**config.mk**
```make
export PLATFORM = sky130hd
export DESIGN_NAME = rtc_time_reader_flat
export DESIGN_NICKNAME = d
export VERILOG_FILES = /design/src/rtl/rtc_pkg.sv /design/src/rtl/rtc_time_reader_if.sv /design/src/rtl/rtc_time_reader_bcd_range_check.sv /design/src/rtl/rtc_time_reader.sv /design/src/flat_wrapper.sv
export SDC_FILE = /design/constraint.sdc
export NUM_CORES = 1
export LEC_CHECK = 0
export CAP_MARGIN = 20
export CORE_MARGIN = 2
export CORE_UTILIZATION = 36
export DETAILED_ROUTE_END_ITERATION = 6
export HOLD_SLACK_MARGIN = 0.06
export SYNTH_ARGS = -nofsm -noshare
export SYNTH_HDL_FRONTEND = slang
export SYNTH_SLANG_ARGS = --single-unit
```
**constraint.sdc**
```tcl
create_clock -name clock -period 2.51 [get_ports clock]
set_clock_uncertainty 0.15 [all_clocks]
set_input_delay 0.502 -clock clock [delete_from_list [all_inputs] [get_ports clock]]
set_output_delay 0.502 -clock clock [all_outputs]
set_load 0.05 [all_outputs]
```
**src/rtl/rtc_pkg.sv**
```systemverilog
// rtc_pkg: shared state encoding and fixed I2C transfer constants for the RTC reader.
package rtc_pkg;
    typedef enum logic [2:0] {IDLE, START, WAIT_BUSY, WAIT_DONE, CHECK} state_t;
    localparam logic [7:0] REG_POINTER = 8'h00;
    localparam logic [1:0] NR_BYTES_TO_SEND = 2'd1;
    localparam logic [1:0] NR_BYTES_TO_READ = 2'd3;
endpackage

```
**src/rtl/rtc_time_reader_if.sv**
```systemverilog
// rtc_time_reader_if: command/response signals between the RTC reader and an I2C master.
interface rtc_time_reader_if;
    logic i2cStart;
    logic [6:0] i2cAddress;
    logic [1:0] i2cNrOfBytesToSend;
    logic [0:0][7:0] i2cBytesToSend;
    logic [1:0] i2cNrOfBytesToRead;
    logic [2:0][7:0] i2cBytesToRead;
    logic i2cReady;
    logic i2cClockStretchTimeoutReached;
    modport master (
        output i2cStart, i2cAddress, i2cNrOfBytesToSend, i2cBytesToSend, i2cNrOfBytesToRead,
        input i2cBytesToRead, i2cReady, i2cClockStretchTimeoutReached
    );
    modport slave (
        input i2cStart, i2cAddress, i2cNrOfBytesToSend, i2cBytesToSend, i2cNrOfBytesToRead,
        output i2cBytesToRead, i2cReady, i2cClockStretchTimeoutReached
    );
endinterface

```
**src/rtl/rtc_time_reader_bcd_range_check.sv**
```systemverilog
// bcd_range_check: true when value is two valid BCD digits not exceeding max.
module bcd_range_check (
    input  logic [7:0] value,
    input  logic [7:0] max,
    output logic       ok
);
    assign ok = value[7:4] <= 4'd9 && value[3:0] <= 4'd9 && value <= max;
endmodule

```
**src/rtl/rtc_time_reader.sv**
```systemverilog
// rtc_time_reader: polls an I2C RTC for seconds/minutes/hours, validates the BCD
// reading and publishes it with a change pulse and a saturating error count.
module rtc_time_reader
    import rtc_pkg::*;
#(
    parameter int         ClockFrequency     = 24_000_000,
    parameter int         PollPeriodMs       = 100,
    parameter logic [6:0] DeviceAddress      = 7'h68,
    parameter int         ReadyTimeoutCycles = 4096
) (
    input  logic              clock,
    input  logic              reset,
    input  logic              refresh,
    rtc_time_reader_if.master bus,
    output logic [7:0]        seconds,
    output logic [7:0]        minutes,
    output logic [7:0]        hours,
    output logic              timeValid,
    output logic              updated,
    output logic [7:0]        errorCount
);
    localparam logic [31:0] PollLast = 32'(ClockFrequency / 1000 * PollPeriodMs - 1);
    localparam logic [31:0] WaitLast = 32'(ReadyTimeoutCycles - 1);

    state_t state, state_next;
    logic [31:0] poll_cnt, wait_cnt;
    logic [7:0] sec_in, min_in, hr_in;
    logic sec_ok, min_ok, hr_ok, start, load, record_error;

    assign bus.i2cStart = start;
    assign bus.i2cAddress = DeviceAddress;
    assign bus.i2cNrOfBytesToSend = NR_BYTES_TO_SEND;
    assign bus.i2cBytesToSend[0] = REG_POINTER;
    assign bus.i2cNrOfBytesToRead = NR_BYTES_TO_READ;

    // CH bit of seconds and the 12/24 control bits of hours are not part of the time
    assign sec_in = bus.i2cBytesToRead[0] & 8'h7F;
    assign min_in = bus.i2cBytesToRead[1];
    assign hr_in  = bus.i2cBytesToRead[2] & 8'h3F;

    bcd_range_check u_sec (.value(sec_in), .max(8'h59), .ok(sec_ok));
    bcd_range_check u_min (.value(min_in), .max(8'h59), .ok(min_ok));
    bcd_range_check u_hr  (.value(hr_in),  .max(8'h23), .ok(hr_ok));

    always_comb begin
        state_next = state;
        start = 1'b0;
        load = 1'b0;
        record_error = 1'b0;
        case (state)
            IDLE: state_next = (refresh || poll_cnt == PollLast) ? START : IDLE;
            START: begin
                start = bus.i2cReady;
                state_next = bus.i2cReady ? WAIT_BUSY : START;
            end
            WAIT_BUSY: begin
                record_error = bus.i2cReady && wait_cnt == WaitLast;
                state_next = !bus.i2cReady ? WAIT_DONE : record_error ? IDLE : WAIT_BUSY;
            end
            WAIT_DONE: begin
                record_error = !bus.i2cReady && bus.i2cClockStretchTimeoutReached;
                state_next = bus.i2cReady ? CHECK : record_error ? IDLE : WAIT_DONE;
            end
            CHECK: begin
                load = sec_ok && min_ok && hr_ok;
                record_error = !load;
                state_next = IDLE;
            end
            default: state_next = IDLE;
        endcase
    end

    always_ff @(posedge clock) begin
        if (reset) begin
            state <= IDLE;
            poll_cnt <= '0;
            wait_cnt <= '0;
            seconds <= 8'h00;
            minutes <= 8'h00;
            hours <= 8'h00;
            timeValid <= 1'b0;
            updated <= 1'b0;
            errorCount <= 8'h00;
        end else begin
            state <= state_next;
            // counter restarts on START entry so polls stay one period apart
            poll_cnt <= (state_next == START && state != START) ? '0 :
                        (poll_cnt == PollLast) ? poll_cnt : poll_cnt + 32'd1;
            wait_cnt <= (state == WAIT_BUSY) ? wait_cnt + 32'd1 : '0;
            updated <= load && {sec_in, min_in, hr_in} != {seconds, minutes, hours};
            if (load) begin
                seconds <= sec_in;
                minutes <= min_in;
                hours <= hr_in;
                timeValid <= 1'b1;
            end
            if (record_error) begin
                errorCount <= (errorCount == 8'hFF) ? errorCount : errorCount + 8'd1;
                timeValid <= 1'b0;
            end
        end
    end
endmodule

```
**src/flat_wrapper.sv**
```systemverilog
// flat-port wrapper written by rule: the top's interface ports become plain ports
module rtc_time_reader_flat import rtc_pkg::*;
#(
    parameter int         ClockFrequency     = 24_000_000,
    parameter int         PollPeriodMs       = 100,
    parameter logic [6:0] DeviceAddress      = 7'h68,
    parameter int         ReadyTimeoutCycles = 4096
)
  (clock, reset, refresh, seconds, minutes, hours, timeValid, updated, errorCount, bus_i2cStart, bus_i2cAddress, bus_i2cNrOfBytesToSend, bus_i2cBytesToSend, bus_i2cNrOfBytesToRead, bus_i2cBytesToRead, bus_i2cReady, bus_i2cClockStretchTimeoutReached);
  rtc_time_reader_if bus_i ();
  input  logic clock;
  input  logic reset;
  input  logic refresh;
  output logic [7:0] seconds;
  output logic [7:0] minutes;
  output logic [7:0] hours;
  output logic timeValid;
  output logic updated;
  output logic [7:0] errorCount;
  output wire logic [$bits(bus_i.i2cStart)-1:0] bus_i2cStart;
  output wire logic [$bits(bus_i.i2cAddress)-1:0] bus_i2cAddress;
  output wire logic [$bits(bus_i.i2cNrOfBytesToSend)-1:0] bus_i2cNrOfBytesToSend;
  output wire logic [$bits(bus_i.i2cBytesToSend)-1:0] bus_i2cBytesToSend;
  output wire logic [$bits(bus_i.i2cNrOfBytesToRead)-1:0] bus_i2cNrOfBytesToRead;
  input wire logic [$bits(bus_i.i2cBytesToRead)-1:0] bus_i2cBytesToRead;
  input wire logic [$bits(bus_i.i2cReady)-1:0] bus_i2cReady;
  input wire logic [$bits(bus_i.i2cClockStretchTimeoutReached)-1:0] bus_i2cClockStretchTimeoutReached;
  assign bus_i2cStart = bus_i.i2cStart;
  assign bus_i2cAddress = bus_i.i2cAddress;
  assign bus_i2cNrOfBytesToSend = bus_i.i2cNrOfBytesToSend;
  assign bus_i2cBytesToSend = bus_i.i2cBytesToSend;
  assign bus_i2cNrOfBytesToRead = bus_i.i2cNrOfBytesToRead;
  assign bus_i.i2cBytesToRead = bus_i2cBytesToRead;
  assign bus_i.i2cReady = bus_i2cReady;
  assign bus_i.i2cClockStretchTimeoutReached = bus_i2cClockStretchTimeoutReached;
  rtc_time_reader #(.ClockFrequency(ClockFrequency), .PollPeriodMs(PollPeriodMs), .DeviceAddress(DeviceAddress), .ReadyTimeoutCycles(ReadyTimeoutCycles)) u_core (.clock(clock), .reset(reset), .refresh(refresh), .bus(bus_i), .seconds(seconds), .minutes(minutes), .hours(hours), .timeValid(timeValid), .updated(updated), .errorCount(errorCount));
endmodule
```
==> metrics.txt <==
status finished clean; 1st-pass router iterations 4; Fin. Hold Viols 0; Die W 118 um; IO buf count 57; initial antenna violation count 0; Multi-input gate area 2530 sq um; vias in the first global route 3677; crit path max fanout 12; startpoint types input pin; Worst Slack Setup Final 0.135 ns; Final HPWL DP 7.06 mm; share of the yosys chip area belonging to registers 41.7%; Area Growth Syn to Fin 25.2%; number of synthesized flops with an enable pin 0; CTS HTree Levels 3; top cells by area, synth dfxtp_1, xor2_1, nor2_1; Final min period 2.37 ns; worst skew pair latency 0.35 ns; placed insts 773; total global-route track usage 14.6%; async set-reset flop share out of synthesis 0%; top-count cell post-synth nor2_1; core outline area 12700 sq um; Detailed Route WL 9.81 mm; Yosys top cell by area dfxtp_1; Yosys cell types 52; final hold slack 0.313 ns; RSZ-0062 raised after global routing false; Filler Cell Count 1250; CTS tree done; register area 1960 sq um; top cell type's share of synthesized area 41.7%; fin crit share 94.6%; Non-Filler Instances 790; # hold bufs at CTS 0; Placement Cell Area 5550 sq um; number of synthesized register bits 98; Ports 83; DR vias 3798; Longest Clk Path Bufs 2; CP endpoint kind flip-flop; Design Area, Final 5890 sq um; # rows 41; max cap viols 0; die area 14000 sq um; Pwr Density 558 nW/um^2; largest net degree at the start of global routing 33; final slew viol count 0; final setup fails 0; top cells by count, synth nor2_1, dfxtp_1, xor2_1; GRT overflow 0; Yosys warning count 0; worst vdd ir 0.000329 V; global-route wire length before repair 16.9 mm; DR vias/cell 4.81; Max-slew headroom 63.1%; DRT antenna net count 0; CTS sink count 98; Slew @ Worst Pin 0.552 ns; Total Nets Final 645; Chip Height 118 um; Post-synth top flop dfxtp_1; drt wl/cell 12.4 um; Crit Path Category input pin to flip-flop; CTS Buf Count 9; Initial Util 37.1%; Mapped Area 4700 sq um; root buffer cell clkbuf_16; Antenna Cells 0; initial drt markers 249; Clk pin slew, worst setup/hold paths 0.08 ns; routability congestion estimate from global placement 0.793; class of the worst hold path flip-flop to flip-flop; Avg Inst Size Synth 8.80 sq um; Cells after Synth 534; pre-CTS setup slack -0.203 ns; CP required 2.65 ns; layout cells sized above 1 10.5%; DR DRC count 0; Max Fclk 421 MHz; WP data arrival 2.51 ns; total leakage power 2.12 nW
-- report_power, final --
part | internal [mW] | total, mW | switching, mW | leakage, nW
logic | 0.101 | 0.267 | 0.166 | 1.18
registers | 1.56 | 1.58 | 0.0122 | 0.790
clock network | 0.831 | 1.44 | 0.612 | 0.148
total | 2.49 | 3.28 | 0.790 | 2.12
-- repair_timing --
item,in CTS,in global routing
buffers inserted,0,1
resized for setup,0,2
setup endpoints to repair,0,4
-- sequential cells by signal (all words and copies together) (netlist names) --
name / cells
u_core.errorCount: 8
u_core.hours: 6
u_core.minutes: 8
u_core.poll_cnt: 32
u_core.seconds: 7
u_core.state: 3
u_core.timeValid: 1
u_core.updated: 1
u_core.wait_cnt: 32
-- stage by stage --
stage | total power, mW | TNS (ns) | utilization (%)
2_1_floorplan | 1.80 | 0 | -
3_3_place_gp | 1.87 | -0.961 | 43.8
3_5_place_dp | 1.88 | -1.17 | 43.8
4_1_cts | 3.32 | 0 | 46.3
5_1_grt | 3.42 | 0 | 46.5
6_report | 3.29 | 0 | 46.5
-- cell families after synthesis --
| logic type | Yosys count | synth area share, % |
|---|---|---|
| buffers and inverters | 46 | 6.36 |
| flip-flops | 98 | 41.7 |
| AND/OR/NAND/NOR | 250 | 27.3 |
| other | 2 | 0.160 |
| adder cells (fa/ha/maj) | 3 | 0.799 |
| multiplexers | 22 | 4.68 |
| AO/OA/AOI/OAI | 36 | 4.58 |
| XOR/XNOR | 77 | 14.3 |
-- layout make-up --
type,instances,share of cell area [%]
multi-input combinational,410,43.0
sequential,98,33.3
timing repair buffer,88,14.2
clock buffer,11,4.29
tap,172,3.66
clock inverter,5,1.06
inverter,6,0.383
-- worst max-delay path, cell delays in order --
cell and delay, ns:
clkdlybuf4s50_1 0.44, buf_4 0.16, nand3b_1 0.17, o32ai_1 0.47, o21ai_4 0.19, or4_1 0.42, a21oi_1 0.15
-- layout by cell type, fill, tap and decap left out, drive strengths merged, types with 18 or more instances in the layout --
master	netlist	routed
xor2	56	56
clkdlybuf4s50	0	56
xnor2	21	21
nand2	32	32
nand3	25	25
mux2i	22	22
dfxtp	98	98
nand4	18	18
conb	2	22
nor2	102	102
buf	29	32
-- path summary, 6_finish.rpt --
path	from	end	slack (ns)	cells past startpoint
setup reg to reg	u_core.wait_cnt[0]	u_core.errorCount[5]	0.18	8
hold reg to reg	u_core.wait_cnt[0]	u_core.wait_cnt[0]	0.31	1
hold / removal	u_core.wait_cnt[0]	u_core.wait_cnt[0]	0.31	1
setup / recovery	bus_i2cReady	u_core.errorCount[5]	0.14	7
-- metal layers --
metal  vias up  wire [um]  track usage (%)
met4         0        153             5.50
met2        81       4440             23.9
met5         -          0                0
met1      1768       4810             18.7
li1       1939          -                -
met3        10        402             3.33
Note: power is estimated with default switching activity, not from simulation.
